[src/rtl/systolic_result_drain_pkg.sv]
//------------------------------------------------------------------------------
// Module : systolic_result_drain_pkg
// Brief  : Shared types, row width and lane-slice helper for the result drain.
// Rev    : 1.0 - initial release
//------------------------------------------------------------------------------
`default_nettype none

package systolic_result_drain_pkg;

  localparam int DEF_ARRAY_SIZE = 4;
  localparam int DEF_ACC_WIDTH  = 32;
  localparam int ROW_W          = DEF_ARRAY_SIZE * DEF_ACC_WIDTH;

  typedef enum logic [2:0] {
    ST_IDLE     = 3'd0,
    ST_WAIT_RES = 3'd1,
    ST_RD_REQ   = 3'd2,
    ST_RD_DATA  = 3'd3,
    ST_WR_REQ   = 3'd4,
    ST_DONE     = 3'd5
  } drain_state_e;

  function automatic logic [DEF_ACC_WIDTH-1:0] row_lane(input logic [ROW_W-1:0] row,
                                                       input int unsigned    lane);
    return row[lane*DEF_ACC_WIDTH +: DEF_ACC_WIDTH];
  endfunction

endpackage

`default_nettype wire

[src/rtl/systolic_result_drain_if.sv]
//------------------------------------------------------------------------------
// Module : systolic_result_drain_if
// Brief  : Result-row handshake plus output SRAM request bus.
// Rev    : 1.0 - initial release
//------------------------------------------------------------------------------
`default_nettype none

interface systolic_result_drain_if #(
  parameter int ARRAY_SIZE = 4,
  parameter int ACC_WIDTH  = 32,
  parameter int ADDR_WIDTH = 16
);
  localparam int ROW_BITS = ARRAY_SIZE * ACC_WIDTH;

  logic                  result_valid;
  logic [ROW_BITS-1:0]   result_data;
  logic                  result_ready;

  logic                  mem_req;
  logic                  mem_we;
  logic [ADDR_WIDTH-1:0] mem_addr;
  logic [ROW_BITS-1:0]   mem_wdata;
  logic                  mem_gnt;
  logic [ROW_BITS-1:0]   mem_rdata;

  // master = the drain engine, slave = array source plus SRAM
  modport master (
    input  result_valid, result_data, mem_gnt, mem_rdata,
    output result_ready, mem_req, mem_we, mem_addr, mem_wdata
  );

  modport slave (
    output result_valid, result_data, mem_gnt, mem_rdata,
    input  result_ready, mem_req, mem_we, mem_addr, mem_wdata
  );

endinterface

`default_nettype wire

[src/rtl/systolic_result_drain_row_adder.sv]
//------------------------------------------------------------------------------
// Module : row_adder
// Brief  : Lane-wise wrap-around adder for one result row.
// Rev    : 1.0 - initial release
//------------------------------------------------------------------------------
`default_nettype none

module row_adder #(
  parameter int ARRAY_SIZE = 4,
  parameter int ACC_WIDTH  = 32
) (
  input  logic [ARRAY_SIZE*ACC_WIDTH-1:0] a,
  input  logic [ARRAY_SIZE*ACC_WIDTH-1:0] b,
  output logic [ARRAY_SIZE*ACC_WIDTH-1:0] sum
);

  generate
    for (genvar gi = 0; gi < ARRAY_SIZE; gi++) begin : g_lane
      assign sum[gi*ACC_WIDTH +: ACC_WIDTH] = a[gi*ACC_WIDTH +: ACC_WIDTH]
                                            + b[gi*ACC_WIDTH +: ACC_WIDTH];
    end
  endgenerate

endmodule

`default_nettype wire

[src/rtl/systolic_result_drain.sv]
//------------------------------------------------------------------------------
// Module : systolic_result_drain
// Brief  : Drains result rows into the output SRAM, optionally accumulating.
// Rev    : 1.0 - initial release
//------------------------------------------------------------------------------
`default_nettype none

module systolic_result_drain
  import systolic_result_drain_pkg::*;
#(
  parameter int ARRAY_SIZE = 4,
  parameter int ACC_WIDTH  = 32,
  parameter int ADDR_WIDTH = 16
) (
  input  logic                  clk,
  input  logic                  rst_n,
  input  logic                  start,
  input  logic [ADDR_WIDTH-1:0] cfg_base_addr,
  input  logic [15:0]           cfg_rows,
  input  logic                  cfg_accumulate,
  output logic                  busy,
  output logic                  done,
  systolic_result_drain_if.master bus
);

  localparam int ROW_BITS = ARRAY_SIZE * ACC_WIDTH;

  drain_state_e          r_state;
  drain_state_e          w_state_nxt;
  logic [ADDR_WIDTH-1:0] r_base;
  logic [15:0]           r_rows;
  logic                  r_acc;
  logic [15:0]           r_row;
  logic [ROW_BITS-1:0]   r_capture;
  logic [ROW_BITS-1:0]   w_sum;
  logic [15:0]           w_row_inc;
  logic [ADDR_WIDTH-1:0] w_addr;

  assign w_row_inc = r_row + 16'd1;
  // Address wraps modulo 2^ADDR_WIDTH by construction of the adder width
  assign w_addr    = r_base + ADDR_WIDTH'(r_row);

  row_adder #(
    .ARRAY_SIZE (ARRAY_SIZE),
    .ACC_WIDTH  (ACC_WIDTH)
  ) u_row_adder (
    .a   (r_capture),
    .b   (bus.mem_rdata),
    .sum (w_sum)
  );

  always_ff @(posedge clk or negedge rst_n) begin
    if (!rst_n) begin
      r_state <= ST_IDLE;
    end else begin
      r_state <= w_state_nxt;
    end
  end

  always_ff @(posedge clk or negedge rst_n) begin
    if (!rst_n) begin
      r_base    <= '0;
      r_rows    <= '0;
      r_acc     <= 1'b0;
      r_row     <= '0;
      r_capture <= '0;
    end else begin
      case (r_state)
        ST_IDLE: begin
          if (start) begin
            r_base <= cfg_base_addr;
            r_rows <= cfg_rows;
            r_acc  <= cfg_accumulate;
            r_row  <= '0;
          end
        end
        ST_WAIT_RES: begin
          if (bus.result_valid) r_capture <= bus.result_data;
        end
        ST_RD_DATA: begin
          r_capture <= w_sum;
        end
        ST_WR_REQ: begin
          if (bus.mem_gnt) r_row <= w_row_inc;
        end
        default: ;
      endcase
    end
  end

  always_comb begin
    w_state_nxt      = r_state;
    busy             = 1'b0;
    done             = 1'b0;
    bus.result_ready = 1'b0;
    bus.mem_req      = 1'b0;
    bus.mem_we       = 1'b0;
    bus.mem_addr     = '0;
    bus.mem_wdata    = '0;
    case (r_state)
      ST_IDLE: begin
        if (start) w_state_nxt = (cfg_rows == 16'd0) ? ST_DONE : ST_WAIT_RES;
      end
      ST_WAIT_RES: begin
        busy             = 1'b1;
        bus.result_ready = 1'b1;
        if (bus.result_valid) w_state_nxt = r_acc ? ST_RD_REQ : ST_WR_REQ;
      end
      ST_RD_REQ: begin
        busy         = 1'b1;
        bus.mem_req  = 1'b1;
        bus.mem_addr = w_addr;
        if (bus.mem_gnt) w_state_nxt = ST_RD_DATA;
      end
      ST_RD_DATA: begin
        busy        = 1'b1;
        w_state_nxt = ST_WR_REQ;
      end
      ST_WR_REQ: begin
        busy          = 1'b1;
        bus.mem_req   = 1'b1;
        bus.mem_we    = 1'b1;
        bus.mem_addr  = w_addr;
        bus.mem_wdata = r_capture;
        if (bus.mem_gnt) w_state_nxt = (w_row_inc == r_rows) ? ST_DONE : ST_WAIT_RES;
      end
      ST_DONE: begin
        done        = 1'b1;
        w_state_nxt = ST_IDLE;
      end
      default: w_state_nxt = ST_IDLE;
    endcase
  end

endmodule

`default_nettype wire

[src/flat_wrapper.sv]
// flat-port wrapper written by rule: the top's interface ports become plain ports
module systolic_result_drain_flat import systolic_result_drain_pkg::*;
#(
  parameter int ARRAY_SIZE = 4,
  parameter int ACC_WIDTH  = 32,
  parameter int ADDR_WIDTH = 16
)
  (clk, rst_n, start, cfg_base_addr, cfg_rows, cfg_accumulate, busy, done, bus_result_valid, bus_result_data, bus_mem_gnt, bus_mem_rdata, bus_result_ready, bus_mem_req, bus_mem_we, bus_mem_addr, bus_mem_wdata);
  systolic_result_drain_if #(.ARRAY_SIZE(ARRAY_SIZE), .ACC_WIDTH(ACC_WIDTH), .ADDR_WIDTH(ADDR_WIDTH)) bus_i ();
  input  logic clk;
  input  logic rst_n;
  input  logic start;
  input  logic [ADDR_WIDTH-1:0] cfg_base_addr;
  input  logic [15:0] cfg_rows;
  input  logic cfg_accumulate;
  output logic busy;
  output logic done;
  input wire logic [$bits(bus_i.result_valid)-1:0] bus_result_valid;
  input wire logic [$bits(bus_i.result_data)-1:0] bus_result_data;
  input wire logic [$bits(bus_i.mem_gnt)-1:0] bus_mem_gnt;
  input wire logic [$bits(bus_i.mem_rdata)-1:0] bus_mem_rdata;
  output wire logic [$bits(bus_i.result_ready)-1:0] bus_result_ready;
  output wire logic [$bits(bus_i.mem_req)-1:0] bus_mem_req;
  output wire logic [$bits(bus_i.mem_we)-1:0] bus_mem_we;
  output wire logic [$bits(bus_i.mem_addr)-1:0] bus_mem_addr;
  output wire logic [$bits(bus_i.mem_wdata)-1:0] bus_mem_wdata;
  assign bus_i.result_valid = bus_result_valid;
  assign bus_i.result_data = bus_result_data;
  assign bus_i.mem_gnt = bus_mem_gnt;
  assign bus_i.mem_rdata = bus_mem_rdata;
  assign bus_result_ready = bus_i.result_ready;
  assign bus_mem_req = bus_i.mem_req;
  assign bus_mem_we = bus_i.mem_we;
  assign bus_mem_addr = bus_i.mem_addr;
  assign bus_mem_wdata = bus_i.mem_wdata;
  systolic_result_drain #(.ARRAY_SIZE(ARRAY_SIZE), .ACC_WIDTH(ACC_WIDTH), .ADDR_WIDTH(ADDR_WIDTH)) u_core (.clk(clk), .rst_n(rst_n), .start(start), .cfg_base_addr(cfg_base_addr), .cfg_rows(cfg_rows), .cfg_accumulate(cfg_accumulate), .busy(busy), .done(done), .bus(bus_i));
endmodule
[config.mk]
export PLATFORM = sky130hd
export DESIGN_NAME = systolic_result_drain_flat
export DESIGN_NICKNAME = d
export VERILOG_FILES = /design/src/rtl/systolic_result_drain_pkg.sv /design/src/rtl/systolic_result_drain_if.sv /design/src/rtl/systolic_result_drain_row_adder.sv /design/src/rtl/systolic_result_drain.sv /design/src/flat_wrapper.sv
export SDC_FILE = /design/constraint.sdc
export NUM_CORES = 1
export LEC_CHECK = 0
export CAP_MARGIN = 20
export CORE_ASPECT_RATIO = 0.9
export CORE_MARGIN = 2
export CORE_UTILIZATION = 50
export DETAILED_ROUTE_END_ITERATION = 10
export GPL_TIMING_DRIVEN = 0
export PLACE_DENSITY = 0.86
export SYNTH_ARGS = -nofsm -noshare
export SYNTH_HDL_FRONTEND = slang
export SYNTH_HIERARCHICAL = 1
export SYNTH_SLANG_ARGS = --single-unit
[constraint.sdc]
create_clock -name clk -period 3.2 [get_ports clk]
set_input_delay 0.64 -clock clk [delete_from_list [all_inputs] [get_ports clk]]
set_output_delay 0.64 -clock clk [all_outputs]
set_load 0.02 [all_outputs]
==> flow_metrics.env <==
export IMPL_status="finished with violations"
export IMPL_violations="setup timing"
export IMPL_worstMarginPinSlew_ns=1.03
export IMPL_grt_pass1_wl_mm=94.7
export IMPL_skew_ns=0.0125
export IMPL_clk_pin_slew_ns=0.08
export IMPL_critical_path_required_ns=2.56
export IMPL_netlist_area_sq_mm=0.0161
export IMPL_max_slew_margin_pct=31.4
export IMPL_end_kind="output port"
export IMPL_timing_final_ws_setup_ns=-0.143
export IMPL_multiInputGateArea_sq_mm=0.0115
export IMPL_syn2layout_area_growth_pct=38.4
export IMPL_place_congestion=0.930
export IMPL_final_cell_mix="297 x clkdlybuf4s50_1, 222 x nand2_1, 194 x o21ai_0, 174 x dfrtp_1, 141 x and2_1"
export IMPL_antenna_left=0
export IMPL_coreArea_sq_mm=0.0319
export IMPL_fin_crit_ns=3.34
export IMPL_finalCritPeriodShare_pct=104
export IMPL_fillers=2560
export IMPL_dpl_hpwl_mm=46.6
export IMPL_synthFlopType="dfrtp_1"
export IMPL_r2r_start="u_core/r_capture[34]$_DFFE_PN0P_"
export IMPL_placed_cells=2823
export IMPL_dieArea_sq_mm=0.0337
export IMPL_port_buffers=442
export IMPL_start_util_pct=50.6
export IMPL_die_x_um=193
export IMPL_dr_first_iter_drc_count=1733
export IMPL_avgSynthCellArea_sq_um=8.22
export IMPL_hold_buffers=0
export IMPL_pwr_density_cell_mw_per_mm2=870
export IMPL_vias=17800
export IMPL_pin_count=443
export IMPL_crit_arrival_ns=2.70
export IMPL_rsz0062_at_grt="yes"
export IMPL_antenna_found_initial=12
export IMPL_wl_per_cell_um=21.5
export IMPL_cp_max_fo=3
export IMPL_fin_cells=2893
export IMPL_grt_max_degree=115
export IMPL_slew_violations=0
export IMPL_numCtsBuffers=17
export IMPL_cts_sinks=180
export IMPL_ys_ff_latch=180
export IMPL_insertion_delay_ns=0.45
export IMPL_cts_root_buffer="clkbuf_16"
export IMPL_drv_cap=0
export IMPL_synth_edf_count=0
export IMPL_overflow=0
export IMPL_yosysTopAreaCell="dfrtp_1"
export IMPL_synth_top_area_share_pct=27.9
export IMPL_ys_async_sr_fraction_pct=100
export IMPL_drive_above_1_share_pct=10.5
export IMPL_yosysUniqueCellTypes=86
export IMPL_worst_r2r_setup_slack_ns=0.15
export IMPL_ff2ff_path_depth=11
export IMPL_power_leakage_nw=10.4
export IMPL_r2r_end="u_core/r_capture[63]$_DFFE_PN0P_"
export IMPL_ys_warn_count=6
export IMPL_startpoint_type="flop"
export IMPL_grt_use_total_pct=35.2
export IMPL_finalSetupViolCount=7
export IMPL_htreeDepth=4
export IMPL_worstSetupPathType="reg2out"
export IMPL_holdWs_ns=0.136
export IMPL_first_pass_iters=8
export IMPL_layout_cells_most_common="clkdlybuf4s50_1"
export IMPL_rows=62
export IMPL_synth_yosys_seq_area_share_pct=27.9
export IMPL_max_freq_mhz=299
export IMPL_wirelength_mm=62.3
export IMPL_die_y_um=174
export IMPL_total_power_mw=19.4
export IMPL_max_vdd_ir_drop_v=0.000445
export IMPL_synthCells=1964
export IMPL_drc=0
export IMPL_grt_pass1_vias=17200
export IMPL_finalHoldViolations=0
export IMPL_tritoncts="yes"
export IMPL_seqCellArea_sq_mm=0.00451
export IMPL_nNetsFinal=2893
export IMPL_hp_class="in2async"
export IMPL_clockBufferDepth=2
export IMPL_netlist_top_cells_area="dfrtp_1 28%, ha_1 11%, o21ai_0 6.4%"
export IMPL_synth_fp_nets=2403
export IMPL_avgViaCountPerCell=6.16
## where the power goes
part | switching (mW) | leakage, nW | total, mW | internal [mW]
combinational | 7.41 | 7.83 | 12.9 | 5.46
sequential | 0.942 | 2.23 | 4.25 | 3.30
clock | 0.989 | 0.299 | 2.32 | 1.33
## through the flow
stage / utilization, % / setup TNS [ns] / setup WS [ns] / instance area (sq um)
final: 70.1 / -0.589 / -0.143 / 22300
after global routing: 70.0 / -1.16 / -0.214 / 22300
after CTS: 68.9 / -0.197 / -0.0775 / 22000
after detailed placement: 66.2 / -85.47 / -0.972 / 21100
after global placement: 66.1 / -1201.62 / -6.28 / 21100
after floorplan: - / 0 / 0.127 / 16100
## repair_timing
item | in CTS | in global routing
pin swaps | 26 | 53
cloned | 0 | 0
resized for setup | 239 | 115
endpoints found under the hold margin | 0 | 0
buffers inserted | 14 | 15
setup endpoints to repair | 169 | 90
## critical path, cell delays in order (launching register included)
cell	delay [ns]
dfrtp_2	0.46
ha_4	0.19
fa_2	0.42
a21o_1	0.20
nand4_1	0.16
a21oi_2	0.12
o21a_1	0.22
o21a_1	0.19
nor3_2	0.11
buf_4	0.18
## flip-flops by register name, summed over array words and instances (netlist names)
signal            cells
u_core/r_capture    128
u_core/r_base        16
u_core/r_row         16
u_core/r_rows        16
u_core/r_state        3
u_core/r_acc          1
## layout make-up
cell class,instances,share of cell area [%]
sequential,180,20.2
clock inverter,12,0.807
buffer,104,2.18
tap,416,2.33
timing repair buffer,472,20.1
antenna,11,0.123
inverter,46,0.773
clock buffer,19,1.98
multi-input combinational,1633,51.5
## how the worst max path moves through the flow
stage,depth (start not counted),slack [ns],endpoint,from
after CTS,8,-0.08,bus_mem_addr[14],u_core/r_row[7]$_DFFE_PN0P_
final,9,-0.14,bus_mem_addr[10],u_core/r_row[0]$_DFFE_PN0P_
after detailed placement,13,-0.97,u_core/r_capture[30]$_DFFE_PN0P_,bus_mem_rdata[0]
after floorplan,12,0.13,u_core/r_capture[126]$_DFFE_PN0P_,bus_mem_rdata[96]
after global routing,9,-0.21,bus_mem_addr[10],u_core/r_row[0]$_DFFE_PN0P_
after global placement,1,-6.28,u_core/r_capture[62]$_DFFE_PN0P_,rst_n
## synthesized netlist by cell type, types with 4 or more instances
| master | instances |
|---|---|
| mux2i_1 | 4 |
| ha_1 | 140 |
| inv_1 | 46 |
| xor2_1 | 46 |
| dfrtp_1 | 180 |
| nand4_1 | 20 |
| and3_1 | 21 |
| o21ai_2 | 4 |
| o21a_1 | 21 |
| and2_1 | 141 |
| o21ai_0 | 207 |
| nand3_1 | 39 |
| o31ai_1 | 11 |
| fa_1 | 5 |
| a21o_1 | 65 |
| and4_1 | 4 |
| xnor2_1 | 101 |
| nor3_1 | 24 |
| nand2_1 | 222 |
| a211oi_1 | 12 |
| o41ai_2 | 4 |
| clkbuf_1 | 78 |
| nor2b_1 | 11 |
| a22oi_1 | 4 |
| nand2b_1 | 9 |
| o21bai_1 | 21 |
| a221oi_1 | 6 |
| buf_2 | 20 |
| a21oi_2 | 5 |
| or3_1 | 6 |
| nor4_1 | 9 |
| o211ai_1 | 15 |
| nor2_1 | 79 |
| buf_1 | 4 |
| o22ai_1 | 128 |
| a21oi_1 | 130 |
| mux2_2 | 33 |
| a31o_2 | 6 |
| a311oi_1 | 4 |
| a31oi_1 | 7 |
## per-layer routing
metal / vias to the layer above / share of wire [%] / global-route usage [%]
li1: 8180 / - / -
met1: 8419 / 39 / 44.7
met2: 1019 / 47 / 57.3
met3: 190 / 9.4 / 7.88
met4: 2 / 4.4 / 15.9
met5: - / 0.018 / 0
## kinds of logic (layout without fill, tap and decap cells)
group / Yosys count / after routing / share of synthesized area (%)
adder cells (fa/ha/maj): 145 / 145 / 11.5
AND/OR/NAND/NOR: 601 / 601 / 18.4
flip-flops: 180 / 180 / 27.9
buffers and inverters: 151 / 653 / 3.76
multiplexers: 37 / 37 / 2.55
XOR/XNOR: 148 / 148 / 8.08
AO/OA/AOI/OAI: 702 / 702 / 27.8
other: 0 / 11 / 0
No activity file was read; power rests on OpenSTA's default activity.
